<file path="src/rtl/skew_align_pkg.sv">
// Shared types and constants for the skewed systolic-edge feeder.
// FSM state encoding, step-counter width helper and default parameters.
package skew_align_pkg;

   localparam int LANES_DEF = 4;
   localparam int EW_DEF    = 8;
   localparam int K_DEF     = 4;
   localparam int DEPTH_DEF = 16;

   typedef enum logic [1:0] {
      IDLE = 2'd0,
      SEQ  = 2'd1,
      TAIL = 2'd2
   } state_t;

   function automatic int clog2(input int n);
      int r;
      r = 0;
      while ((1 << r) < n) r++;
      return r;
   endfunction

   // Step counter must hold 0..LANES-2+K; never narrower than one bit.
   function automatic int step_w(input int lanes, input int k);
      return (clog2(lanes + k) < 1) ? 1 : clog2(lanes + k);
   endfunction

endpackage

</file>
<file path="src/rtl/skew_lane_fifo.sv">
// One lane of the feeder: first-word-fall-through circular FIFO.
// Head is presented combinationally; an empty lane reads as zero.
module skew_lane_fifo #(
   parameter int EW    = 8,
   parameter int DEPTH = 16
) (
   input  logic          clk,
   input  logic          reset,
   input  logic          wr_en,
   input  logic [EW-1:0] wr_data,
   input  logic          rd_en,
   output logic [EW-1:0] rd_data,
   output logic          full,
   output logic          empty
);

   localparam int AW = $clog2(DEPTH);

   logic [EW-1:0] mem [DEPTH];
   logic [AW-1:0] wr_ptr;
   logic [AW-1:0] rd_ptr;
   logic [AW:0]   count;
   logic          do_wr;
   logic          do_rd;

   assign full    = (count == (AW+1)'(DEPTH));
   assign empty   = (count == '0);
   assign do_wr   = wr_en && !full;
   assign do_rd   = rd_en && !empty;
   assign rd_data = empty ? '0 : mem[rd_ptr];

   always_ff @(posedge clk or posedge reset) begin
      if (reset) begin
         wr_ptr <= '0;
         rd_ptr <= '0;
         count  <= '0;
      end else begin
         if (do_wr) wr_ptr <= wr_ptr + AW'(1);
         if (do_rd) rd_ptr <= rd_ptr + AW'(1);
         if (do_wr && !do_rd)
            count <= count + (AW+1)'(1);
         else if (!do_wr && do_rd)
            count <= count - (AW+1)'(1);
      end
   end

   // Storage needs no reset: pointers and count define what is valid.
   always_ff @(posedge clk) begin
      if (do_wr) mem[wr_ptr] <= wr_data;
   end

endmodule

</file>
<file path="src/rtl/skew_align_feeder.sv">
// Skewed multi-lane feeder for a systolic array edge; lane l gets l leading zeros.
// Optional trailing zero padding to equal lane length: define SKEW_ALIGN_TRAILING_PAD_EN.
//
//  state | meaning
//  IDLE  | ready for a word; captures in_data on in_valid
//  SEQ   | steps 0..LANES-2+K, writes skew zeros then elements into each lane
//  TAIL  | steps 0..LANES-2, pads finished lanes with zeros (feature build only)
module skew_align_feeder
   import skew_align_pkg::*;
#(
   parameter int LANES = LANES_DEF,
   parameter int EW    = EW_DEF,
   parameter int K     = K_DEF,
   parameter int DEPTH = DEPTH_DEF
) (
   input  logic                  clk,
   input  logic                  reset,
   input  logic                  in_valid,
   output logic                  in_ready,
   input  logic [LANES*K*EW-1:0] in_data,
   input  logic                  rd_en,
   output logic [LANES*EW-1:0]   out_data,
   output logic                  out_valid,
   output logic [LANES-1:0]      lane_full,
   output logic [LANES-1:0]      lane_empty,
   output logic                  busy
);

   localparam int SW = step_w(LANES, K);
   localparam logic [SW-1:0] SEQ_LAST = SW'(LANES - 2 + K);

   state_t                state;
   state_t                state_nx;
   logic [SW-1:0]         step;
   logic [SW-1:0]         step_nx;
   logic                  capture;
   logic [LANES*K*EW-1:0] word_q;
   logic [LANES-1:0]      sched;
   logic [LANES-1:0]      wr_en_l;
   logic [LANES*EW-1:0]   wr_data_l;
   logic                  commit;
   logic                  pop;

   always_ff @(posedge clk or posedge reset) begin
      if (reset) begin
         state  <= IDLE;
         step   <= '0;
         word_q <= '0;
      end else begin
         state <= state_nx;
         step  <= step_nx;
         if (capture) word_q <= in_data;
      end
   end

   // Per-lane write schedule for the current step; data defaults to a skew zero.
   always_comb begin
      sched     = '0;
      wr_data_l = '0;
      for (int l = 0; l < LANES; l++) begin
         if (state == SEQ) begin
            if (int'(step) < l) begin
               sched[l] = 1'b1;
            end else if (int'(step) < l + K) begin
               sched[l] = 1'b1;
               wr_data_l[l*EW +: EW] = word_q[l*K*EW + (int'(step) - l)*EW +: EW];
            end
         end
`ifdef SKEW_ALIGN_TRAILING_PAD_EN
         else if (state == TAIL) begin
            if (int'(step) < LANES - 1 - l) sched[l] = 1'b1;
         end
`endif
      end
   end

   // Any scheduled lane being full holds every lane so the diagonal stays intact.
   assign commit  = ~|(sched & lane_full);
   assign wr_en_l = sched & {LANES{commit}};

   always_comb begin
      state_nx = state;
      step_nx  = step;
      in_ready = 1'b0;
      capture  = 1'b0;
      unique case (state)
         IDLE: begin
            in_ready = !reset;
            if (in_valid && !reset) begin
               capture  = 1'b1;
               state_nx = SEQ;
               step_nx  = '0;
            end
         end
         SEQ: begin
            if (commit) begin
               if (step == SEQ_LAST) begin
                  step_nx = '0;
`ifdef SKEW_ALIGN_TRAILING_PAD_EN
                  state_nx = TAIL;
`else
                  state_nx = IDLE;
`endif
               end else begin
                  step_nx = step + SW'(1);
               end
            end
         end
         TAIL: begin
            if (commit) begin
               if (step == SW'(LANES - 2)) begin
                  state_nx = IDLE;
                  step_nx  = '0;
               end else begin
                  step_nx = step + SW'(1);
               end
            end
         end
         default: begin
            state_nx = IDLE;
            step_nx  = '0;
         end
      endcase
   end

   assign busy = (state != IDLE);

`ifdef SKEW_ALIGN_TRAILING_PAD_EN
   assign out_valid = &(~lane_empty);
`else
   assign out_valid = |(~lane_empty);
`endif

   assign pop = rd_en && out_valid;

   for (genvar l = 0; l < LANES; l++) begin : g_lane
      skew_lane_fifo #(
         .EW    (EW),
         .DEPTH (DEPTH)
      ) u_fifo (
         .clk     (clk),
         .reset   (reset),
         .wr_en   (wr_en_l[l]),
         .wr_data (wr_data_l[l*EW +: EW]),
         .rd_en   (pop),
         .rd_data (out_data[l*EW +: EW]),
         .full    (lane_full[l]),
         .empty   (lane_empty[l])
      );
   end

endmodule

</file>
<file path="config.mk">
export PLATFORM = sky130hd
export DESIGN_NAME = skew_align_feeder
export DESIGN_NICKNAME = d
export VERILOG_FILES = /design/src/rtl/skew_align_pkg.sv /design/src/rtl/skew_lane_fifo.sv /design/src/rtl/skew_align_feeder.sv
export SDC_FILE = /design/constraint.sdc
export NUM_CORES = 1
export LEC_CHECK = 0
export ABC_CLOCK_PERIOD_IN_PS = 13600
export CAP_MARGIN = 20
export CORE_MARGIN = 3
export CORE_UTILIZATION = 30
export CTS_BUF_LIST = sky130_fd_sc_hd__clkbuf_8
export DETAILED_ROUTE_END_ITERATION = 8
export GPL_TIMING_DRIVEN = 1
export SLEW_MARGIN = 20
export SYNTH_ARGS = -nofsm -noshare
export SYNTH_HDL_FRONTEND = slang
export SYNTH_SLANG_ARGS = --single-unit
export TNS_END_PERCENT = 20
</file>
<file path="constraint.sdc">
create_clock -name clk -period 13.6 [get_ports clk]
set_clock_uncertainty 0.15 [all_clocks]
set_input_delay 2.72 -clock clk [delete_from_list [all_inputs] [get_ports clk]]
set_output_delay 2.72 -clock clk [all_outputs]
set_load 0.03 [all_outputs]
</file>
# Word level (Yosys, flattened, before mapping)
# Memory sizes are Yosys's and may differ from the RTL's.
# Index checks and enable logic that the tools add are counted.
# W data, S select, Z words.
[totals] reg_bits=185 mem_bits_rw=512 input_bits=132 output_inout_bits=43 n_memories=4
[op_classes] addsub=23 n_lt_le_gt_ge=7 n_eq_ne=13 shifts=4 muxes=57 bitwise=3 n_reduce_logical=50
[memory_table] name="g_lane[0].u_fifo.mem" words=16 word_bits=8 rd=1 rd_ports_with_merged_regs=0 wr=1 line_no="skew_lane_fifo.sv:19" text="logic [EW-1:0] mem [DEPTH];"
[memory_table] name="g_lane[1].u_fifo.mem" words=16 word_bits=8 rd=1 rd_ports_with_merged_regs=0 wr=1 line_no="skew_lane_fifo.sv:19"
[memory_table] name="g_lane[2].u_fifo.mem" words=16 word_bits=8 rd=1 rd_ports_with_merged_regs=0 wr=1 line_no="skew_lane_fifo.sv:19"
[memory_table] name="g_lane[3].u_fifo.mem" words=16 word_bits=8 rd=1 rd_ports_with_merged_regs=0 wr=1 line_no="skew_lane_fifo.sv:19"
[ops] op="$shiftx A128 B9 Y8" count=2
[ops] op="$shiftx A128 B7 Y8" count=1
[ops] op="$shiftx A128 B8 Y8" count=1
[ops] op="$mux W8" count=15
[ops] op="$mux W5" count=8
[ops] op="$add A4 B1 Y4 const B" count=8
[ops] op="$mux W1" count=22
[ops] op="$add A5 B1 Y5 const B" count=4
[ops] op="$eq A5 B5 Y1 const B" count=4
[ops] op="$logic_not A5 Y1" count=4
[ops] op="$sub A5 B1 Y5 const B" count=4
[ops] op="$add A8 B7 Y9 const A" count=2
[ops] op="$logic_and A1 B1 Y1" count=18
[ops] op="$logic_not A1 Y1" count=18
[ops] op="$mux W3" count=5
[ops] op="$lt A3 B3 Y1 const B" count=4
[ops] op="$mux W2" count=5
[ops] op="$reduce_bool A2 Y1" count=5
[ops] op="$pmux W3 S3" count=1
[ops] op="$add A7 B7 Y8 const A" count=1
[ops] op="$and A4 B4 Y4" count=2
[ops] op="$ne A2 B2 Y1 const B" count=4
[ops] op="$reduce_or A4 Y1" count=2
[ops] op="$sub A3 B2 Y4 const B" count=2
[ops] op="14 further kinds" count=15

# Longest topological paths before layout
[depth] ltp_word=13 depth_mapped=18

# Modules after synthesis
# A second synthesis with hierarchy kept.
[unflattened] hier_cells=1750 hier_area_um2=31356.3
[by_module_without_submodules] module="skew_lane_fifo" instances=4 cells_per_inst=296 area_each_um2=5814.3 seq_area_each_um2=4169.0
[by_module_without_submodules] module="skew_align_feeder" instances=1 cells_per_inst=566 area_each_um2=8099.0 seq_area_each_um2=3303.2

# Worst setup path after synthesis
# Ideal clock, no wire load.
[synth_timing] path_kind="input to output" startpoint="in reset" endpoint="out in_ready" arrival_ps=3170 t_required_ps=10730 setup_slack_ps=7560 cell_stages=1 n_path_buf=0 path_cell_list="nor2_1"
[synth_via] elab_chain_len=2
[synth_rtl] item="start, declared" line_no="skew_align_feeder.sv:17" text="input logic reset,"
[synth_rtl] item="$logic_not A1 Y1 (no source line)"
[synth_rtl] item="$mux W1" line_no="skew_align_feeder.sv:86" text="unique case (state)"
[synth_rtl] item="end, declared" line_no="skew_align_feeder.sv:19" text="output logic in_ready,"
# Every way passes these cells.

# Worst setup path in the final report
# Ends and elaborated chain as after synthesis.

==> run metrics <==
RePlAce Congestion=0.8353; Post-CTS Setup Bufs=0; CP arrival=4.30 ns; Post-CTS Hold Buffers=0; Critical Path Slowest Stage Cell=clkdlybuf4s50_1; fin area=0.03634 sq mm; CTS max path bufs=3; CP Depth=3; htree depth=3; initial antenna violation count=6; Setup crit start=reset; total core area=0.1020 sq mm; Worst slew margin=0.3149; simple-gate share of the synthesized area=0.08990; Final Non-Filler Cells=3579; Setup CP Type=in -> out; most frequent CP cell=clkdlybuf4s50_1; Mapped Nets=2110; IO Pins=175; status=complete, no violations; CP endpoint=in_ready; CTS tree=yes; average size of a mapped cell=16.04 sq um; die height=326.9 um; Critical Path End Type=output pin; total number of vias=17180; top sig layer=met5; CP required=10.73 ns; final worst-path cycle share=0.5273; EDFF count, synth=512; Skew-Pair Late Insertion Delay=0.73 ns; register area share after synthesis=0.6466; worst reg-to-reg setup slack=9.04 ns; drc violations=0; post-synthesis compound-gate area fraction=0.01199; predominant post-synthesis flop cell=edfxtp_1; post-DP HPWL=54.13 mm; Synth Area in Adders=0.02203; Routed WL=77.36 mm; WL per Instance=21.61 um; number of distinct library cells after synthesis=45; largest net degree at the start of global routing=100; CTS Buf Count=111; final-stage net count=2296; Core Rows=117; ANT nets after route=0; Post-DP Area=0.03409 sq mm; RR Startpoint=step[1]$_DFFE_PP0P_; DP Cell Count=3366; layout cell share with drive strength beyond 1=0.2209; post-synthesis async set-or-reset flop share=0.2644; Tot Pwr=9.768 mW; vias in the first global route=18308; initial DRC count=1339; RSZ-0062 raised after global routing=false; Buf+Inv Stages, Crit Path=2; crit path cell chain=clkdlybuf4s50_1, nor2_1, clkdlybuf4s50_1; Layout Utilization=0.3561; Critical R2R Capture=g_lane[0].u_fifo.count[4]$_DFFE_PP0P_; PwrDens=268.8 mW/mm^2; DIE AREA=0.1069 sq mm; hold crit path type=reg -> reg; All-Layer GR Usage=0.1454; multiplexer area fraction after synthesis=0.1945; Tmin final=7.172 ns; largest delay contributor family on the critical path=buffers and inverters; first-pass GRT wire length=117.1 mm; area share of xor/xnor cells in the synthesized design=0.01247; Setup crit start kind=primary input; largest family of logic cells by synthesized area=multiplexers; Clk Tree Root Cell=clkbuf_8; Sink Count=696; met2 wire len=36.56 mm; Pre-Repair DR Iteration Count=5; Synth Cell Area=0.03090 sq mm; Layout area overhead=17.60%; vias per cell=4.800; Cells after Synth=1926; # resized after CTS=0; final setup fails=0; count of max-cap constraint violations=0; LEAKAGE=13.27 nW; met3 routed WL=4.179 mm; clk slew on worst S/H paths=0.06 ns; Hold Vio Cnt, Final=0; worst vdd ir=0.0001335 V; Slew Limit Fails=0; yosys warns=0; Yosys reg bits=696; Die W=326.9 um; IO Port Bufs=174; Worst-Margin Slew=1.026 ns; Max FO, Critical Path=3; WL met1=34.60 mm; GRT overflow=0; worst-case reg-to-reg path depth=15; CP peak stage delay=0.75 ns; initial core utilization=0.3028; setup TNS=0 ns; fmax=139.4 MHz
[synthesized netlist by cell type (2+ instances only)]
cell type    n  area share
clkbuf_1    67      0.0081
nor2b_1     55       0.011
nor2_1      50      0.0061
nor4_4       2      0.0014
buf_2       33      0.0053
and2_1      16      0.0032
a211o_1      2     0.00057
nand2b_1     6      0.0012
nand2_1    441       0.054
nor3_1      17      0.0028
xor2_1       7      0.0020
or3_1        2     0.00040
xnor2_1     37       0.010
ha_1        48       0.019
nor4_1       9      0.0018
a21oi_1     14      0.0023
edfxtp_1   512        0.50
fa_1         4      0.0026
a211oi_1    11      0.0027
buf_4        9      0.0022
mux4_2     250        0.18
mux2_2       9      0.0033
buf_1       16      0.0019
o21ai_0     16      0.0026
nand3_1      6     0.00097
dfrtp_1    184        0.15
buf_6        3      0.0011
inv_1       31      0.0038
a21o_1       9      0.0022
and3_1      14      0.0028
mux4_1       3      0.0026
nand4_1      8      0.0016
mux2i_1     20      0.0065
o311ai_0     2     0.00057
or4_1        3     0.00073
[tightest hold or removal path, delay by kind of cell, from the launching register on]
kind / cells / cell delay (ns)
simple gates: 2 / 0.11
flops: 1 / 0.36
[state kept, by name, indices dropped and copies added, names as in the netlist]
name and cells:
g_lane.u_fifo.count 20, g_lane.u_fifo.mem 512, g_lane.u_fifo.rd_ptr 16, g_lane.u_fifo.wr_ptr 16
state 1, step 3, word_q 128
[worst min path at each step]
stage	startpoint	endpoint	slack [ns]	cells after the start
2_1_floorplan	word_q[33]$_DFFE_PP0P_	word_q[33]$_DFFE_PP0P_	0.30	2
3_3_place_gp	word_q[33]$_DFFE_PP0P_	word_q[33]$_DFFE_PP0P_	0.33	2
3_5_place_dp	word_q[34]$_DFFE_PP0P_	word_q[34]$_DFFE_PP0P_	0.33	2
4_1_cts	word_q[34]$_DFFE_PP0P_	word_q[34]$_DFFE_PP0P_	0.35	2
5_1_grt	word_q[33]$_DFFE_PP0P_	word_q[33]$_DFFE_PP0P_	0.38	2
6_report	word_q[33]$_DFFE_PP0P_	word_q[33]$_DFFE_PP0P_	0.35	2
[layer usage]
layer	track usage	vias to the layer above
met3	0.02729	106
met1	0.2016	8886
met4	0.04878	6
met5	0	-
li1	-	7639
met2	0.2308	543
[metrics by stage]
step	hold WS [ns]	setup WS (ns)
4_1_cts	0.3475	6.396
3_5_place_dp	0.3321	6.396
3_3_place_gp	0.3308	6.357
2_1_floorplan	0.3041	5.730
6_report	0.3490	6.428
5_1_grt	0.3789	6.359
[kinds of logic (layout without fill, tap and decap cells)]
kind of cell / count (synthesis) / after routing
multiplexers: 282 / 282
flip-flops: 696 / 696
AND/OR/NAND/NOR: 635 / 635
buffers and inverters: 159 / 442
adder cells (fa/ha/maj): 52 / 52
XOR/XNOR: 44 / 44
AO/OA/AOI/OAI: 58 / 58
other: 0 / 2
[placed cells by master, fill, tap and decap left out, drive strengths merged, types with 3 or more instances in the layout]
master	n
clkinv	37
buf	27
edfxtp	512
nor2	50
mux2	9
mux4	253
nor4	11
nand4	8
a21o	9
xor2	7
clkdlybuf4s50	174
mux2i	20
xnor2	37
and2	16
a21oi	14
clkinvlp	3
clkbuf	127
dfrtp	184
or4	4
inv	72
nand2	441
ha	48
nand3	6
a211oi	11
o21ai	16
nor3	17
nand2b	6
nor2b	55
and3	14
fa	4
[report_power, final]
group	internal, mW	switching, mW	leakage [nW]	total [mW]
Clock	0.896	0.823	1.26	1.72
Sequential	3.22	0.519	6.99	3.74
Combinational	1.94	2.37	5.02	4.31
Total	6.06	3.71	13.3	9.77
[layout make-up]
| class | instances | area [sq um] |
|---|---|---|
| Clock inverter | 83 | 430.4 |
| Tap cell | 1368 | 1712 |
| Inverter | 31 | 123.9 |
| Fill cell | 9597 | 65700 |
| Multi-Input combinational cell | 1071 | 10380 |
| Antenna cell | 2 | 5.005 |
| Clock buffer | 127 | 1748 |
| Timing Repair Buffer | 201 | 1948 |
| Sequential cell | 696 | 19990 |
Power figures use the tool's default switching activity.
